$ cat src/rtl/spn_pkg.sv
// Shared SPN definitions: block width, 4-bit S-box tables, bit permutation and the pipeline beat payload.
// Both the encryptor and the decryptor import this, so the two ends cannot drift apart.
package spn_pkg;

    localparam int unsigned SPN_W = 8;
    localparam int unsigned NIB_W = 4;

    typedef logic [NIB_W-1:0] nib_t;
    typedef logic [SPN_W-1:0] spn_word_t;

    // Forward S-box (encryptor side) and its inverse (decryptor side).
    localparam nib_t SBOX [16] = '{
        4'hE, 4'h4, 4'hD, 4'h1, 4'h2, 4'hF, 4'hB, 4'h8,
        4'h3, 4'hA, 4'h6, 4'hC, 4'h5, 4'h9, 4'h0, 4'h7
    };

    localparam nib_t INV_SBOX [16] = '{
        4'hE, 4'h3, 4'h4, 4'h8, 4'h1, 4'hC, 4'hA, 4'hF,
        4'h7, 4'hD, 4'h9, 4'h6, 4'hB, 4'h2, 4'h0, 4'h5
    };

    // One beat travelling down the decrypt pipeline.
    typedef struct packed {
        spn_word_t data;
        spn_word_t key;
        logic      err;
    } spn_beat_t;

    function automatic nib_t sbox4(input nib_t n);
        return SBOX[n];
    endfunction

    function automatic nib_t inv_sbox4(input nib_t n);
        return INV_SBOX[n];
    endfunction

    function automatic spn_word_t permute(input spn_word_t p);
        return {p[0], p[4], p[1], p[5], p[2], p[6], p[3], p[7]};
    endfunction

    function automatic spn_word_t inv_perm(input spn_word_t c);
        return {c[0], c[2], c[4], c[6], c[1], c[3], c[5], c[7]};
    endfunction

endpackage

$ cat src/rtl/spn_inv_sbox4.sv
// 4-bit combinational inverse S-box lookup.
module spn_inv_sbox4
    import spn_pkg::*;
(
    input  logic [NIB_W-1:0] nib,
    output logic [NIB_W-1:0] nib_inv_c
);

    assign nib_inv_c = inv_sbox4(nib);

endmodule

$ cat src/rtl/spn_decryptor.sv
// 4-stage SPN decrypt pipeline with valid/ready on both sides, checksum check and
// a saturating count of delivered corrupt beats.
module spn_decryptor
    import spn_pkg::*;
#(
    parameter int unsigned ERR_CNT_W = 16
) (
    input  logic                 clk,
    input  logic                 rst_n,
    input  logic                 in_valid,
    output logic                 in_ready,
    input  logic [SPN_W-1:0]     cipher_in,
    input  logic [SPN_W-1:0]     checksum_in,
    input  logic [SPN_W-1:0]     key,
    output logic                 out_valid,
    input  logic                 out_ready,
    output logic [SPN_W-1:0]     plain_out,
    output logic                 chk_err,
    input  logic                 err_clr,
    output logic [ERR_CNT_W-1:0] err_count
);

    localparam logic [ERR_CNT_W-1:0] ERR_MAX = '1;

    logic      adv_c;
    logic      accept_c;
    logic      err_inc_c;
    logic      v1, v2, v3;
    spn_beat_t s1, s2, s3;
    spn_word_t sub_c;

    // The whole pipeline moves as one; a stalled output freezes every stage.
    assign adv_c     = !out_valid || out_ready;
    assign in_ready  = adv_c;
    assign accept_c  = in_valid && adv_c;
    assign err_inc_c = out_valid && out_ready && chk_err && (err_count != ERR_MAX);

    spn_inv_sbox4 u_inv_sbox_hi (
        .nib       (s2.data[SPN_W-1:NIB_W]),
        .nib_inv_c (sub_c[SPN_W-1:NIB_W])
    );

    spn_inv_sbox4 u_inv_sbox_lo (
        .nib       (s2.data[NIB_W-1:0]),
        .nib_inv_c (sub_c[NIB_W-1:0])
    );

    // Stage valids: bubbles advance with the pipeline and are never collapsed.
    always_ff @(posedge clk or negedge rst_n) begin
        if (!rst_n) begin
            v1        <= 1'b0;
            v2        <= 1'b0;
            v3        <= 1'b0;
            out_valid <= 1'b0;
        end else if (adv_c) begin
            v1        <= accept_c;
            v2        <= v1;
            v3        <= v2;
            out_valid <= v3;
        end
    end

    // Stage data: only loaded when a real beat moves in, otherwise held.
    always_ff @(posedge clk or negedge rst_n) begin
        if (!rst_n) begin
            s1        <= '0;
            s2        <= '0;
            s3        <= '0;
            plain_out <= '0;
            chk_err   <= 1'b0;
        end else if (adv_c) begin
            if (accept_c) begin
                s1.data <= cipher_in;
                s1.key  <= key;
                s1.err  <= (checksum_in != (cipher_in ^ key));
            end
            if (v1) begin
                s2.data <= inv_perm(s1.data);
                s2.key  <= s1.key;
                s2.err  <= s1.err;
            end
            if (v2) begin
                s3.data <= sub_c;
                s3.key  <= s2.key;
                s3.err  <= s2.err;
            end
            if (v3) begin
                plain_out <= s3.data ^ s3.key;
                chk_err   <= s3.err;
            end
        end
    end

    // Clear wins over a coincident increment.
    always_ff @(posedge clk or negedge rst_n) begin
        if (!rst_n) begin
            err_count <= '0;
        end else if (err_clr) begin
            err_count <= '0;
        end else if (err_inc_c) begin
            err_count <= err_count + ERR_CNT_W'(1);
        end
    end

endmodule

$ cat config.mk
export PLATFORM = sky130hd
export DESIGN_NAME = spn_decryptor
export DESIGN_NICKNAME = d
export VERILOG_FILES = /design/src/rtl/spn_pkg.sv /design/src/rtl/spn_inv_sbox4.sv /design/src/rtl/spn_decryptor.sv
export SDC_FILE = /design/constraint.sdc
export NUM_CORES = 1
export LEC_CHECK = 0
export ABC_AREA = 1
export ABC_CLOCK_PERIOD_IN_PS = 2900
export CAP_MARGIN = 20
export CELL_PAD_IN_SITES_DETAIL_PLACEMENT = 0
export CELL_PAD_IN_SITES_GLOBAL_PLACEMENT = 2
export CORE_MARGIN = 3
export CORE_UTILIZATION = 25
export CTS_CLUSTER_SIZE = 16
export DETAILED_ROUTE_END_ITERATION = 8
export GPL_ROUTABILITY_DRIVEN = 0
export PLACE_DENSITY = 0.73
export SKIP_CTS_REPAIR_TIMING = 1
export SLEW_MARGIN = 30
export SYNTH_ARGS = -nofsm -noshare
export SYNTH_HDL_FRONTEND = slang
export SYNTH_SLANG_ARGS = --single-unit
export TNS_END_PERCENT = 10
$ cat constraint.sdc
create_clock -name clk -period 2.9 [get_ports clk]
set_input_delay 0.87 -clock clk [delete_from_list [all_inputs] [get_ports clk]]
set_output_delay 0.87 -clock clk [all_outputs]
set_load 0.05 [all_outputs]
==> results of run 1 <==
## cells by family after synthesis
| kind of cell | synth area share (%) |
|---|---|
| fa+ha+maj | 2.80 |
| flops | 49.9 |
| buf+inv | 7.57 |
| compound gates | 9.60 |
| xor+xnor | 3.93 |
| simple gates | 26.2 |
## power by group through the flow
stage / combinational (uW) / sequential [uW] / clock, uW
floorplan: 946 / 1980 / 0
global placement: 1630 / 1790 / 0
detailed placement: 1660 / 1800 / 0
CTS: 1670 / 1780 / 1170
global route: 1870 / 1840 / 1220
finish: 1630 / 1780 / 1130
## area by class of cell
cell class / count / area [sq um] / area share [%]
sequential: 80 / 2000 / 39.2
clock buffer: 10 / 239 / 4.68
inverter: 60 / 225 / 4.41
multi-input combinational: 349 / 1710 / 33.5
timing repair buffer: 62 / 611 / 12.0
clock inverter: 5 / 57.6 / 1.13
tap: 211 / 264 / 5.17
## routing by layer
| metal | vias up | share of wire, % |
|---|---|---|
| met5 | - | 0 |
| met4 | 0 | 1.8 |
| met3 | 11 | 3.6 |
| met2 | 51 | 40 |
| met1 | 1487 | 54 |
| li1 | 1714 | - |
## sequential cells by signal (all words and copies together) (netlist names)
name	flops
chk_err	1
err_count	16
out_valid	1
v1	1
s3	17
v3	1
plain_out	8
s1	17
v2	1
s2	17
## stage by stage
step           std cells  util (%)
2_1_floorplan        501         -
3_3_place_gp         762      31.1
3_5_place_dp         762      31.1
4_1_cts              777      33.0
5_1_grt              777      33.0
6_report             777      33.0
## cell usage in the layout (no fill, tap or decap), types with 2 or more instances in the layout
cell               n
ha_1               9
nand2_1          149
buf_4              8
a31oi_1            2
dfrtp_1           80
nand3_1           29
nand2_2            2
o21ai_0           43
o21ai_1            2
clkdlybuf4s50_1   53
clkbuf_16          9
nand3b_1           6
o311ai_0           2
xnor2_1           11
nor3_1             2
nand2_4            2
xor2_1             7
o211ai_1           2
nor2_2             4
nor2_1            47
inv_1             56
nand4_1            4
a21oi_1           23
nor2_4             2
clkinvlp_4         3
inv_2              4
## path summary, 6_finish.rpt
kind / slack (ns) / start / to / depth (start not counted)
min in group clk: 0.46 / v3 / out_valid / 2
worst max register to register: 1.09 / err_count[0] / err_count[11] / 10
max in group asynchronous: 1.89 / rst_n / v1 / 2
worst min register to register: 0.46 / v3 / out_valid / 2
worst min-delay path: 0.42 / rst_n / err_count[10] / 1
worst max-delay path: 0.29 / out_ready / in_ready / 4
## critical path, cell delays in order
cell and delay [ns]:
clkdlybuf4s50_1 0.46, nor2_2 0.16, inv_2 0.06, buf_4 0.19
==> summary.md, run 1 <==
| Metric | Value |
|---|---|
| Status | finished clean |
| Fin. Hold Viols | 0 |
| Clock Skew | ~0.0036 ns |
| CP max FO | 2 |
| Final setup violation count | 0 |
| Die Y | about 130 microns |
| Via density | approximately 4.2 |
| Cell internal pwr | approximately 2800 uW |
| Post-synth ARST share | 100% |
| # fillers | between 1500 and 2000 |
| DR DRC count | 0 |
| Synth area leader | dfrtp_1 |
| M2 GR Usage | around 15% |
| RSZ-0062 raised after global routing | no |
| Overall power | between 4000 and 5000 uW |
| Max Freq | ~0.38 GHz |
| P&R area growth vs syn | 27.2% |
| Global Route met1 Usage | 16.7% |
| Yosys top cell area share | approximately half |
| Worst-Margin Slew | between 0.7 and 0.8 ns |
| Setup WS pre-CTS | around 0.28 ns |
| Post-synth top cells | 149 x nand2_1, 80 x dfrtp_1, 56 x inv_1, 47 x nor2_1, 43 x o21ai_0 |
| Crit path launch type | primary input |
| Area of the mapped netlist | 0.00402 sq mm |
| Global route overflow | 0 |
| Worst slew margin | around 51% |
| Final Cycle Share | about 90% |
| Clock tree sinks | 80 |
| Cell Pwr Density | a little under 900 mW/mm^2 |
| Count leader, synth | nand2_1 |
| Initial DRC Count | 190 |
| Top cells by area, synth | dfrtp_1 50%, nand2_1 14%, o21ai_0 5.4%, inv_1 5.2%, nor2_1 4.4% |
| Setup TNS | 0 ns |
| Routed vias | 3263 |
| Sequential-to-total area share from yosys stat | roughly 50% |
| Placement Rows | 45 |
| Diode count | 0 |
| Initial core utilization | between 20% and 30% |
| Num CTS Buffers | 9 |
| Largest net degree at the start of global routing | 39 |
| Crit path capture type | output port |
| Vias in the first global route | between 3000 and 4000 |
| I/O Buffers | between 50 and 60 |
| Layout cells sized above 1 | between 6 and 7% |
| Synthesis-stage register bit count | 80 |
| DR pass1 iterations | 4 |
| VDD IR-drop max | 350 uV |
| Global Route met3 Usage | under 10% |
| Die span in x | about 130 microns |
| Worst path arrival time | about 1.7 ns |
| Switch share | between 30% and 40% |
| Synth Area per Inst | approximately 8.0 sq um |
| WP data required | 2.03 ns |
| Fin crit period | around 2.6 ns |
| Flop pwr share | 39.1% |
| Nets | 600 |
| Worst skew pair latency | ~0.34 ns |
| Combinational share of power | between 30% and 40% |
| Initial antenna violation count | 0 |
| Core area | ~0.015 sq mm |
| Slew Limit Fails | 0 |
| Net Switching | approximately 1700 uW |
| Global-route wire length before repair | 15900 microns |
| Pleak | roughly 0.0025 uW |
| Post-route cell area | between 0.005 and 0.006 sq mm |
| WL final | between 9000 and 10000 microns |
| Final HPWL DP | approximately 6700 microns |
| Synth Net Count | roughly 540 |
| Post-synth EDFFs | 0 |
| Max-cap violations | 0 |
| H-tree levels | 3 |
| CTS Buffer Depth | 2 |
| Placed Area | just under 0.005 sq mm |
| Worst Setup Slack, final | about 0.29 ns |
| GR peak layer | met1 |
| CTS tree | built |
| Top FF cell, synth | dfrtp_1 |
| Wirelength per Cell | between 10 and 15 microns |
| Reg clk slew, reported paths | roughly 0.06 ns |
| GRT Util Overall | around 11% |
| Routed Antenna Nets | 0 |
| HP Class | in -> async |
| Syn Inst Count | 501 |
| Post-synthesis cell type count | 27 |
| Top Ports | between 50 and 60 |
| Yosys warnings | 0 |
| Die Footprint | about 0.018 sq mm |
| Clock share of power | around a quarter |
| Fin Hold WS | around 0.42 ns |
| WS Path Type | in -> out |
| Root Buffer Master | clkbuf_16 |
Note: power is estimated with default switching activity, not from simulation.
==> run 2: changes to the inputs <==
--- a/config.mk
+++ b/config.mk
@@ -15,7 +15,7 @@
 export CTS_CLUSTER_SIZE = 16
 export DETAILED_ROUTE_END_ITERATION = 8
 export GPL_ROUTABILITY_DRIVEN = 0
-export PLACE_DENSITY = 0.73
+export PLACE_DENSITY = 0.72
 export SKIP_CTS_REPAIR_TIMING = 1
 export SLEW_MARGIN = 30
 export SYNTH_ARGS = -nofsm -noshare
==> summary.md, run 2 (same netlist as run 1, synthesis figures left out) <==
| Metric | Value |
|---|---|
| Status | finished clean (unchanged) |
| P&R area growth vs syn | 26.3% (was 27.2%) |
| WP data required | 2.03 ns (about the same) |
| GRT Util Overall | 11.0% (was 11.2%) |
| CTS Buffer Depth | 2 (unchanged) |
| Register area | 0.00200 sq mm (unchanged) |
| Routed Antenna Nets | 0 (unchanged) |
| HP Class | reg -> reg (was in -> async) |
| Largest net degree at the start of global routing | 57 (was 39) |
| RSZ-0062 raised after global routing | no (unchanged) |
| Most common cell after layout, fill and taps aside | nand2_1 (unchanged) |
| Reg clk slew, reported paths | 0.06 ns (about the same) |
| Worst skew pair latency | 0.33 ns (was 0.34 ns) |
| Worst slew margin | 51.6% (was 51.2%) |
| Layout cells sized above 1 | 6.56% (was 6.89%) |
| R2R setup slack | 1.04 ns (was 1.09 ns) |
| Initial antenna violation count | 0 (unchanged) |
| Reg-to-reg critical path endpoint | err_count[14] (was err_count[11]) |
| Wirelength per Cell | 11.6 microns (was 11.8 microns) |
| # fillers | 1643 (was 1604) |
| Die Y | 133 microns (unchanged) |
| Final setup violation count | 0 (unchanged) |
| Placement Rows | 45 (unchanged) |
| Top Ports | 56 (unchanged) |
| Most frequent cells in the layout | 149 x nand2_1, 80 x dfrtp_1, 56 x inv_1 (unchanged) |
| Vias in the first global route | 3183 (was 3131) |
| Crit path capture type | output port (unchanged) |
| Largest regs | s1 x17, s2 x17, s3 x17 (unchanged) |
| Initial DRC Count | 190 (unchanged) |
| Routed vias | 3270 (was 3263) |
| Placed cells | 760 (was 762) |
| CP max FO | 6 (was 2) |
| Global route overflow | 0 (unchanged) |
| Pleak | 0.00250 uW (was 0.00251 uW) |
| Worst R2R Start | err_count[0] (unchanged) |
| Post-route cell area | 0.00507 sq mm (was 0.00511 sq mm) |
| Diode count | 0 (unchanged) |
| DR DRC count | 0 (unchanged) |
| I/O Buffers | 55 (unchanged) |
| Die span in x | 133 microns (unchanged) |
| Max Freq | 0.363 GHz (was 0.383 GHz) |
| Final HPWL DP | 6690 microns (about the same) |
| Finished Layout Cells | 775 (was 777) |
| WL final | 9020 microns (was 9160 microns) |
| Clock tree sinks | 80 (unchanged) |
| Worst-Margin Slew | 0.726 ns (was 0.731 ns) |
| DR pass1 iterations | 4 (unchanged) |
| Setup crit end | in_ready (unchanged) |
| CTS tree | built (unchanged) |
| WS Path Type | in -> out (unchanged) |
| Max-cap violations | 0 (unchanged) |
| Cell Pwr Density | 886 mW/mm^2 (was 889 mW/mm^2) |
| Worst path arrival time | 1.89 ns (was 1.74 ns) |
| Global-route wire length before repair | 16000 microns (was 15900 microns) |
| H-tree levels | 3 (unchanged) |
| Final Cycle Share | 95.1% (was 90.1%) |
| Fin. Hold Viols | 0 (unchanged) |
| Multi-input gate area in the final layout | 0.00171 sq mm (unchanged) |
| R2r worst-path depth | 10 (unchanged) |
| Setup TNS | 0 ns (unchanged) |
| Placed Area | 0.00478 sq mm (was 0.00481 sq mm) |
| Fin Hold WS | 0.466 ns (was 0.420 ns) |
| Overall power | 4490 uW (was 4540 uW) |
| Via density | 4.22 (was 4.20) |
| Initial core utilization | 25.9% (unchanged) |
| Num CTS Buffers | 9 (unchanged) |
| Die Footprint | 0.0176 sq mm (unchanged) |
| VDD IR-drop max | 296 uV (was 350 uV) |
| Clock Skew | 0.00502 ns (was 0.00364 ns) |
| Core area | 0.0155 sq mm (unchanged) |
| Fin crit period | 2.76 ns (was 2.61 ns) |
| Crit path launch type | primary input (unchanged) |
| Setup crit start | out_ready (unchanged) |
| Slew Limit Fails | 0 (unchanged) |
| Root Buffer Master | clkbuf_16 (unchanged) |
| Nets | 598 (was 600) |
## run 2: per-layer routing
layer / wire (microns) / up-vias / global-route usage [%]
met2: 3520 / 54 / 14.8
li1: - / 1703 / -
met4: 120 / 0 / 3.75
met3: 352 / 9 / 2.43
met1: 5030 / 1504 / 17.1
met5: 0 / - / 0
## run 2: worst min path at each step
stage,endpoint,startpoint,depth (start not counted),slack [ns]
3_5_place_dp,out_valid,v3,2,0.46
3_3_place_gp,chk_err,s3[0],2,0.46
6_report,out_valid,v3,2,0.47
4_1_cts,out_valid,v3,2,0.47
5_1_grt,chk_err,s3[0],2,0.49
2_1_floorplan,out_valid,v3,2,0.43
## run 2: critical path: stages
cell	delay (ns)
clkdlybuf4s50_1	0.46
nor2_2	0.24
inv_2	0.11
buf_4	0.20
## run 2: cell type report
| type | count | share of cell area, % |
|---|---|---|
| Sequential cell | 80 | 39.5 |
| Timing Repair Buffer | 60 | 11.5 |
| Clock inverter | 6 | 1.21 |
| Tap cell | 211 | 5.21 |
| Inverter | 60 | 4.44 |
| Clock buffer | 9 | 4.44 |
| Multi-Input combinational cell | 349 | 33.7 |
## run 2: through the flow
stage | utilization [%] | worst slack [ns]
2_1_floorplan | - | 0.830
3_3_place_gp | 30.9 | 0.152
3_5_place_dp | 30.9 | 0.131
4_1_cts | 32.7 | 0.123
5_1_grt | 32.7 | 0.0878
6_report | 32.7 | 0.143
## run 2: where the power goes
| group | total [uW] | switching (uW) | internal, uW |
|---|---|---|---|
| combinational | 1620 | 1030 | 591 |
| sequential | 1770 | 254 | 1520 |
| clock | 1100 | 444 | 658 |
| total | 4490 | 1720 | 2770 |
